### src/rtl/fsm_cond_pkg.sv
// Shared types and defaults for the input-conditioning block: debounce state
// encoding and the default debounce length.
package fsm_cond_pkg;

  typedef enum logic [1:0] {
    LO     = 2'd0,
    CHK_HI = 2'd1,
    HI     = 2'd2,
    CHK_LO = 2'd3
  } db_state_t;

  localparam int DEBOUNCE_CYCLES_DEF = 4;

endpackage

### src/rtl/fsm_debounce.sv
// One input channel: 2-flop synchronizer followed by a debounce FSM whose level
// flips only after DEBOUNCE_CYCLES consecutive disagreeing synchronized samples.
module fsm_debounce
  import fsm_cond_pkg::*;
#(
  parameter int DEBOUNCE_CYCLES = DEBOUNCE_CYCLES_DEF
) (
  input  logic clk,
  input  logic rst,
  input  logic raw,
  output logic level
);

  localparam int CNT_W = $clog2(DEBOUNCE_CYCLES);
  // The CHK_* entry edge counts as the first disagreeing sample, so the last
  // counter value before committing is N-2.
  localparam logic [CNT_W-1:0] CNT_LAST = CNT_W'(DEBOUNCE_CYCLES - 2);

  logic             sync1;
  logic             sync2;
  db_state_t        state;
  db_state_t        state_nxt;
  logic [CNT_W-1:0] cnt;
  logic [CNT_W-1:0] cnt_nxt;

  always_ff @(posedge clk) begin
    if (rst) begin
      sync1 <= 1'b0;
      sync2 <= 1'b0;
      state <= LO;
      cnt   <= '0;
    end else begin
      sync1 <= raw;
      sync2 <= sync1;
      state <= state_nxt;
      cnt   <= cnt_nxt;
    end
  end

  always_comb begin
    state_nxt = state;
    cnt_nxt   = cnt;
    case (state)
      LO: begin
        if (sync2) begin
          state_nxt = CHK_HI;
          cnt_nxt   = '0;
        end
      end
      CHK_HI: begin
        if (!sync2) begin
          state_nxt = LO;
          cnt_nxt   = '0;
        end else if (cnt == CNT_LAST) begin
          state_nxt = HI;
          cnt_nxt   = '0;
        end else begin
          cnt_nxt = cnt + CNT_W'(1);
        end
      end
      HI: begin
        if (!sync2) begin
          state_nxt = CHK_LO;
          cnt_nxt   = '0;
        end
      end
      CHK_LO: begin
        if (sync2) begin
          state_nxt = HI;
          cnt_nxt   = '0;
        end else if (cnt == CNT_LAST) begin
          state_nxt = LO;
          cnt_nxt   = '0;
        end else begin
          cnt_nxt = cnt + CNT_W'(1);
        end
      end
      default: begin
        state_nxt = LO;
        cnt_nxt   = '0;
      end
    endcase
  end

  assign level = (state == HI) || (state == CHK_LO);

endmodule

### src/rtl/fsm_input_cond.sv
// Debounced go/jmp conditioning for the downstream sequence FSM.
// Define FSM_COND_JMP_PULSE_EN to turn jmp into a one-cycle pulse per rising level.
module fsm_input_cond
  import fsm_cond_pkg::*;
#(
  parameter int DEBOUNCE_CYCLES = DEBOUNCE_CYCLES_DEF
) (
  input  logic clk,
  input  logic rst,
  input  logic go_raw,
  input  logic jmp_raw,
  output logic go,
  output logic jmp
);

  logic go_lvl;
  logic jmp_lvl;

  fsm_debounce #(.DEBOUNCE_CYCLES(DEBOUNCE_CYCLES)) u_go_db (
    .clk   (clk),
    .rst   (rst),
    .raw   (go_raw),
    .level (go_lvl)
  );

  fsm_debounce #(.DEBOUNCE_CYCLES(DEBOUNCE_CYCLES)) u_jmp_db (
    .clk   (clk),
    .rst   (rst),
    .raw   (jmp_raw),
    .level (jmp_lvl)
  );

  assign go = go_lvl;

`ifdef FSM_COND_JMP_PULSE_EN
  logic jmp_lvl_q;

  always_ff @(posedge clk) begin
    if (rst) jmp_lvl_q <= 1'b0;
    else     jmp_lvl_q <= jmp_lvl;
  end

  // Both terms are flop outputs, so the pulse lasts exactly the first HI cycle.
  assign jmp = jmp_lvl & ~jmp_lvl_q;
`else
  assign jmp = jmp_lvl;
`endif

endmodule

### config.mk
export PLATFORM = sky130hd
export DESIGN_NAME = fsm_input_cond
export DESIGN_NICKNAME = d
export VERILOG_FILES = /design/src/rtl/fsm_cond_pkg.sv /design/src/rtl/fsm_debounce.sv /design/src/rtl/fsm_input_cond.sv
export SDC_FILE = /design/constraint.sdc
export NUM_CORES = 1
export LEC_CHECK = 0
export ABC_AREA = 0
export CELL_PAD_IN_SITES_DETAIL_PLACEMENT = 2
export CELL_PAD_IN_SITES_GLOBAL_PLACEMENT = 2
export CORE_UTILIZATION = 29
export CTS_CLUSTER_DIAMETER = 60
export DETAILED_ROUTE_END_ITERATION = 7
export GPL_TIMING_DRIVEN = 1
export MAX_ROUTING_LAYER = met4
export PLACE_DENSITY_LB_ADDON = 0.1
export SLEW_MARGIN = 10
export SYNTH_ARGS = -nofsm -noshare
export SYNTH_HDL_FRONTEND = slang
export SYNTH_SLANG_ARGS = --single-unit
### constraint.sdc
create_clock -name clk -period 0.9 [get_ports clk]
set_input_delay 0.18 -clock clk [delete_from_list [all_inputs] [get_ports clk]]
set_output_delay 0.18 -clock clk [all_outputs]
set_load 0.03 [all_outputs]
==> results.py, run 1 <==
metrics = {
    "pwr": {
        "leakage_nw": 0.273,
        "p_int_uw": 739,
        "p_seq_share_pct": 57.1,
        "powerDensity_nw_per_um2": 1390,
        "clockPowerShare_pct": 36.1,
        "switching_power_uw": 226,
        "max-vdd-ir-drop_uv": 602,
        "power_frac_comb_pct": 6.9,
        "swShare_pct": 23.4,
    },
    "yosys": {
        "synth_top_area_share_pct": 48.2,
        "synth_cell_types": 13,
        "synth.area.top_cells": "dfxtp_1, mux2_2, nor3b_1",
        "postSynthCellCount": 44,
        "yosys_warnings": 0,
        "ys_ff_latch": 12,
        "syn-cell-area_um2": 498,
        "synthesis.nets": 48,
        "yosysSeqAreaShare_pct": 48.2,
        "yosys.area.top_type": "dfxtp_1",
        "avgSynthCellArea_um2": 11.3,
    },
    "sta": {
        "hold-worst-slack_ps": 416,
        "fmax_ghz": 0.956,
        "hold_viol_final": 0,
        "worst_pin_slew_ps": 272,
        "setup_ws_ps": -146,
        "fin_crit_sh_pct": 116,
        "min_period_ps": 1050,
        "rsz0062_at_grt": "yes",
        "setup_viol": 6,
        "slew_viol_final": 0,
        "skew_ps": 0.561,
        "maxSlewHeadroom_pct": 81.6,
    },
    "worst_setup_path": {
        "required_ps": 720,
        "crit_chain": "buf_6 > buf_6",
        "endpoint_kind": "output pin",
        "cpMaxStageDelayCell": "dfxtp_2",
        "cp_num_buf_inv": 2,
        "ff2ff_setup_slack_ps": -130,
        "critPathMostFrequentCell": "buf_6",
        "startpoint_type": "flop",
        "crit_type": "reg -> out",
        "r2r-start": "u_go_db.sync2",
        "critPathTopFamily": "flip-flops",
        "crit_path_max_fanout": 2,
        "rr_endpoint": "u_go_db.cnt[0]",
        "worstPathArrival_ps": 870,
        "reg2reg_depth": 2,
        "critPathMaxStageDelay_ps": 360,
    },
    "clock_network": {
        "cts_tree": "built",
        "cts_root_buf": "clkbuf_4",
        "cts_max_path_buffers": 2,
        "clk-insertion-delay-late_ps": 280,
        "h-tree-depth": 1,
        "ctsHoldBuffers": 0,
        "cts.sinks": 12,
        "clkSlewWorstSetupHoldPaths_ps": 80,
        "cts_buffers": 3,
    },
    "cells_and_area": {
        "nFillCells": 158,
        "nets": 62,
        "seqCellArea_um2": 253,
        "drive_gt1_share_pct": 60.7,
        "final_cell_mix": "dfxtp_2, buf_6",
        "final_common_cell": "dfxtp_2",
        "syn2layout_area_growth_pct": 39.7,
        "multi_input_area_um2": 280,
        "stdcell_area_um2": 696,
        "n_antenna_cell": 0,
    },
    "floorplan": {
        "initial_utilization_pct": 31.9,
        "rows": 14,
        "die-area_um2": 1890,
        "die_w_um": 43.4,
        "num_io_pins": 6,
        "coreArea_um2": 1560,
        "die_h_um": 43.4,
    },
    "global_route": {
        "grt_pass1_vias": 415,
        "track_usage_pct": 15.4,
        "grt_first_pass_wirelength_um": 1900,
        "grt_overflow": 0,
        "antenna_found_initial": 0,
        "grt_max_degree": 7,
    },
    "status": {
        "violations": "negative setup slack",
        "status": "finished with violations",
    },
    "route": {
        "via_per_inst": 5.10,
        "drt_iter0_drc": 3,
        "wl_um": 1140,
        "num_vias": 367,
        "drt-pass1-iter-count": 4,
        "ant_nets": 0,
        "wl_per_cell_um": 15.8,
        "drc": 0,
    },
    "min_path": {
        "hold_class": "in -> reg",
        "hold_end": "u_jmp_db.state[0]",
        "min-delay-start": "rst",
        "hold_depth": 3,
    },
    "placement": {
        "dp_hpwl_um": 704,
        "place_area_um2": 603,
        "numPortBuffers": 5,
        "gp_congestion": 0.612,
    },
    "run": {
        "cap_violations": 0,
    },
}
-- synth_stat cells --
cell type	count
mux2i_1	2
xnor2_1	2
buf_6	2
mux2_2	4
dfxtp_1	12
nor3b_1	4
and3b_1	2
nor4b_1	2
clkbuf_1	2
nor4bb_1	2
nor2b_1	4
nor3_1	2
nand2b_1	4
-- cells by family (layout without fill, tap and decap cells) --
group,count (synthesis),after routing,synth area share (%)
flip-flops,12,12,48.2
XOR/XNOR,2,2,3.52
buffers and inverters,4,16,6.03
multiplexers,6,6,13.1
AND/OR/NAND/NOR,20,20,29.1
-- worst max path at each step --
stage | end | cells past startpoint
finish | go | 2
global route | go | 2
CTS | go | 2
detailed placement | u_go_db.cnt[0] | 4
global placement | u_jmp_db.cnt[1] | 4
floorplan | u_go_db.cnt[0] | 2
-- final cells by class --
class	count	share of cell area, %
repair buffers	13	17.3
well taps	16	2.88
flip-flops and latches	12	36.3
clock buffers	3	3.24
multi-input cells	28	40.3
-- repair_timing --
item,CTS,global route
cloned,1,0
setup buffers,2,1
endpoints found under the setup margin,8,9
gates resized for setup,11,8
pin swaps,0,0
-- per-stage QoR --
step	std cells	setup TNS [ps]	setup WS, ps	util [%]	power, mW
global route	72	-970	-175	44.6	1.01
finish	72	-772	-146	44.6	0.965
CTS	72	-757	-144	43.6	0.961
global placement	66	-2960	-339	38.7	0.617
floorplan	44	-252	-63.1	-	0.601
detailed placement	66	-3500	-409	38.7	0.623
-- power by group through the flow --
stage / Combinational, mW / Clock, mW / Sequential [mW]
floorplan: 0.0402 / 0 / 0.561
global placement: 0.0558 / 0 / 0.562
detailed placement: 0.0599 / 0 / 0.563
CTS: 0.0647 / 0.346 / 0.550
global route: 0.0709 / 0.384 / 0.553
finish: 0.0662 / 0.348 / 0.551
-- per-layer routing --
| layer | routed length [µm] | GRT usage, % |
|---|---|---|
| met3 | 36 | 5.00 |
| met1 | 533 | 16.3 |
| met4 | 21 | 11.3 |
| met2 | 549 | 23.9 |
| met5 | 0 | - |
-- worst reg2reg max path, delay by kind of cell, from the launching register on --
| kind | cells | cell delay (ps) |
|---|---|---|
| flip-flops | 1 | 340 |
| multiplexers | 1 | 320 |
| XOR/XNOR | 1 | 260 |
(Power assumes the default switching activity.)
==> run 2, diff against run 1 <==
Settings changed: CORE_UTILIZATION 29 to 35.
Clock period 0.9 ns to 1.35 ns, I/O delays scaled along.
==> results.py, run 2 (synthesis gave the netlist of run 1 again) <==
metrics = {
    "worst_setup_path": {
        "ff2ff_setup_slack_ps": 130,
        "crit_path_max_fanout": 3,
        "rr_endpoint": "u_jmp_db.cnt[0]",
        "crit_chain": "clkdlybuf4s15_1",
        "crit_cells": 1,
        "required_ps": 1080,
        "reg2reg_depth": 3,
        "critPathTopFamily": "buffers and inverters",
        "critPathMaxStageDelay_ps": 390,
        "endpoint": "go",
        "startpoint_type": "flop",
        "worstPathArrival_ps": 1030,
        "cp_num_buf_inv": 1,
        "endpoint_kind": "output pin",
        "crit_type": "reg -> out",
        "cpMaxStageDelayCell": "clkdlybuf4s15_1",
    },
    "min_path": {
        "min-delay-start": "u_jmp_db.sync1",
        "hold_class": "reg -> reg",
        "hold_depth": 1,
    },
    "global_route": {
        "grt_first_pass_wirelength_um": 1560,
        "grt_overflow": 0,
        "antenna_found_initial": 0,
        "met2_usage_pct": 28.7,
        "grt_pass1_vias": 359,
        "grt_use_met1_pct": 15.5,
        "track_usage_pct": 16.6,
        "top_usage_layer": "met2",
        "grt_max_degree": 15,
        "met3_usage_pct": 10.8,
    },
    "sta": {
        "slew_viol_final": 0,
        "worst_pin_slew_ps": 364,
        "fmax_ghz": 0.772,
        "min_period_ps": 1300,
        "skew_ps": 7.68,
        "rsz0062_at_grt": "no",
        "hold_viol_final": 0,
        "hold-worst-slack_ps": 448,
        "maxSlewHeadroom_pct": 75.4,
        "setup_viol": 0,
        "fin_crit_sh_pct": 95.9,
    },
    "placement": {
        "place_area_um2": 559,
        "dp_hpwl_um": 776,
        "gp_congestion": 0.554,
        "numPortBuffers": 5,
        "post-place-cells": 63,
    },
    "pwr": {
        "power_frac_comb_pct": 5.7,
        "switching_power_uw": 123,
        "swShare_pct": 20.2,
        "clockPowerShare_pct": 34.2,
        "p_seq_share_pct": 60.1,
        "powerDensity_nw_per_um2": 1050,
        "leakage_nw": 0.218,
        "max-vdd-ir-drop_uv": 731,
        "p_int_uw": 485,
    },
    "cells_and_area": {
        "final_cell_mix": "dfxtp_1, nor2b_1, nand2b_1, nor3b_1, mux2_2",
        "instances_no_fill": 66,
        "final_util_pct": 44.1,
        "syn2layout_area_growth_pct": 16.6,
        "drive_gt1_share_pct": 19.6,
        "final_common_cell": "dfxtp_1",
        "n_antenna_cell": 0,
        "nets": 57,
        "stdcell_area_um2": 581,
    },
    "floorplan": {
        "rows": 13,
        "die_h_um": 39.7,
        "num_io_pins": 6,
        "die-area_um2": 1580,
        "die_w_um": 39.7,
        "initial_utilization_pct": 37.8,
        "coreArea_um2": 1320,
    },
    "clock_network": {
        "h-tree-depth": 1,
        "cts_max_path_buffers": 2,
        "clkSlewWorstSetupHoldPaths_ps": 60,
        "cts_root_buf": "clkbuf_4",
        "post-cts-setup-buffer-count": 0,
        "cts_buffers": 3,
        "clk-insertion-delay-late_ps": 270,
        "ctsHoldBuffers": 0,
        "cts_tree": "built",
        "cts.sinks": 12,
    },
    "route": {
        "num_vias": 336,
        "via_per_inst": 5.09,
        "drc": 0,
        "ant_nets": 0,
        "drt-pass1-iter-count": 3,
        "drt_iter0_drc": 1,
        "wl_per_cell_um": 15.3,
        "wl_um": 1010,
    },
    "run": {
        "cap_violations": 0,
    },
    "status": {
        "status": "finished, final reports clean",
    },
}
## run 2: changes by cell type in the layout (fill, tap and decap cells not counted), moves of 2 or more
cell / change
dfxtp_1: +10
mux2_4: -4
buf_6: -5
and3b_2: -2
dfxtp_2: -10
mux2_2: +4
xnor2_2: -2
xnor2_1: +2
and3b_1: +2
## run 2: cell type report
cell class | count | area (µm²)
tap | 15 | 18.8
timing repair buffer | 8 | 71.3
sequential | 12 | 240
clock buffer | 3 | 22.5
fill | 140 | 737
multi-input combinational | 28 | 228
## run 2: power groups by stage
stage | logic [mW] | clock network (mW) | registers (mW)
4_1_cts | 0.0354 | 0.223 | 0.366
3_5_place_dp | 0.0351 | 0 | 0.374
6_report | 0.0347 | 0.208 | 0.366
5_1_grt | 0.0384 | 0.237 | 0.366
3_3_place_gp | 0.0321 | 0 | 0.373
2_1_floorplan | 0.0241 | 0 | 0.373
## run 2: worst min path at each step
stage | end | slack, ps
floorplan | u_go_db.sync1 | 400
global placement | u_jmp_db.sync2 | 420
detailed placement | u_jmp_db.sync2 | 440
CTS | u_jmp_db.sync2 | 450
global route | u_go_db.sync2 | 460
finish | u_jmp_db.sync2 | 450
## run 2: metal layers
| metal | share of wire, % | up-vias |
|---|---|---|
| met5 | 0 | - |
| met4 | 0.60 | 0 |
| met3 | 6.6 | 2 |
| met2 | 53 | 10 |
| met1 | 39 | 159 |
| li1 | - | 165 |
## run 2: timing repair
action | 4_1_cts | 5_1_grt
resized for setup | 2 | 1
gates cloned | 0 | 0
pin swaps | 0 | 0
endpoints found under the setup margin | 2 | 1
hold endpoints to repair | 0 | 0
## run 2: metrics by stage
stage | power, mW | setup TNS (ps) | worst slack (ps)
floorplan | 0.397 | 0 | 329
detailed placement | 0.409 | -315 | -163
global placement | 0.405 | 0 | 22.3
CTS | 0.624 | 0 | 8.06
global route | 0.641 | 0 | 5.49
finish | 0.608 | 0 | 54.8
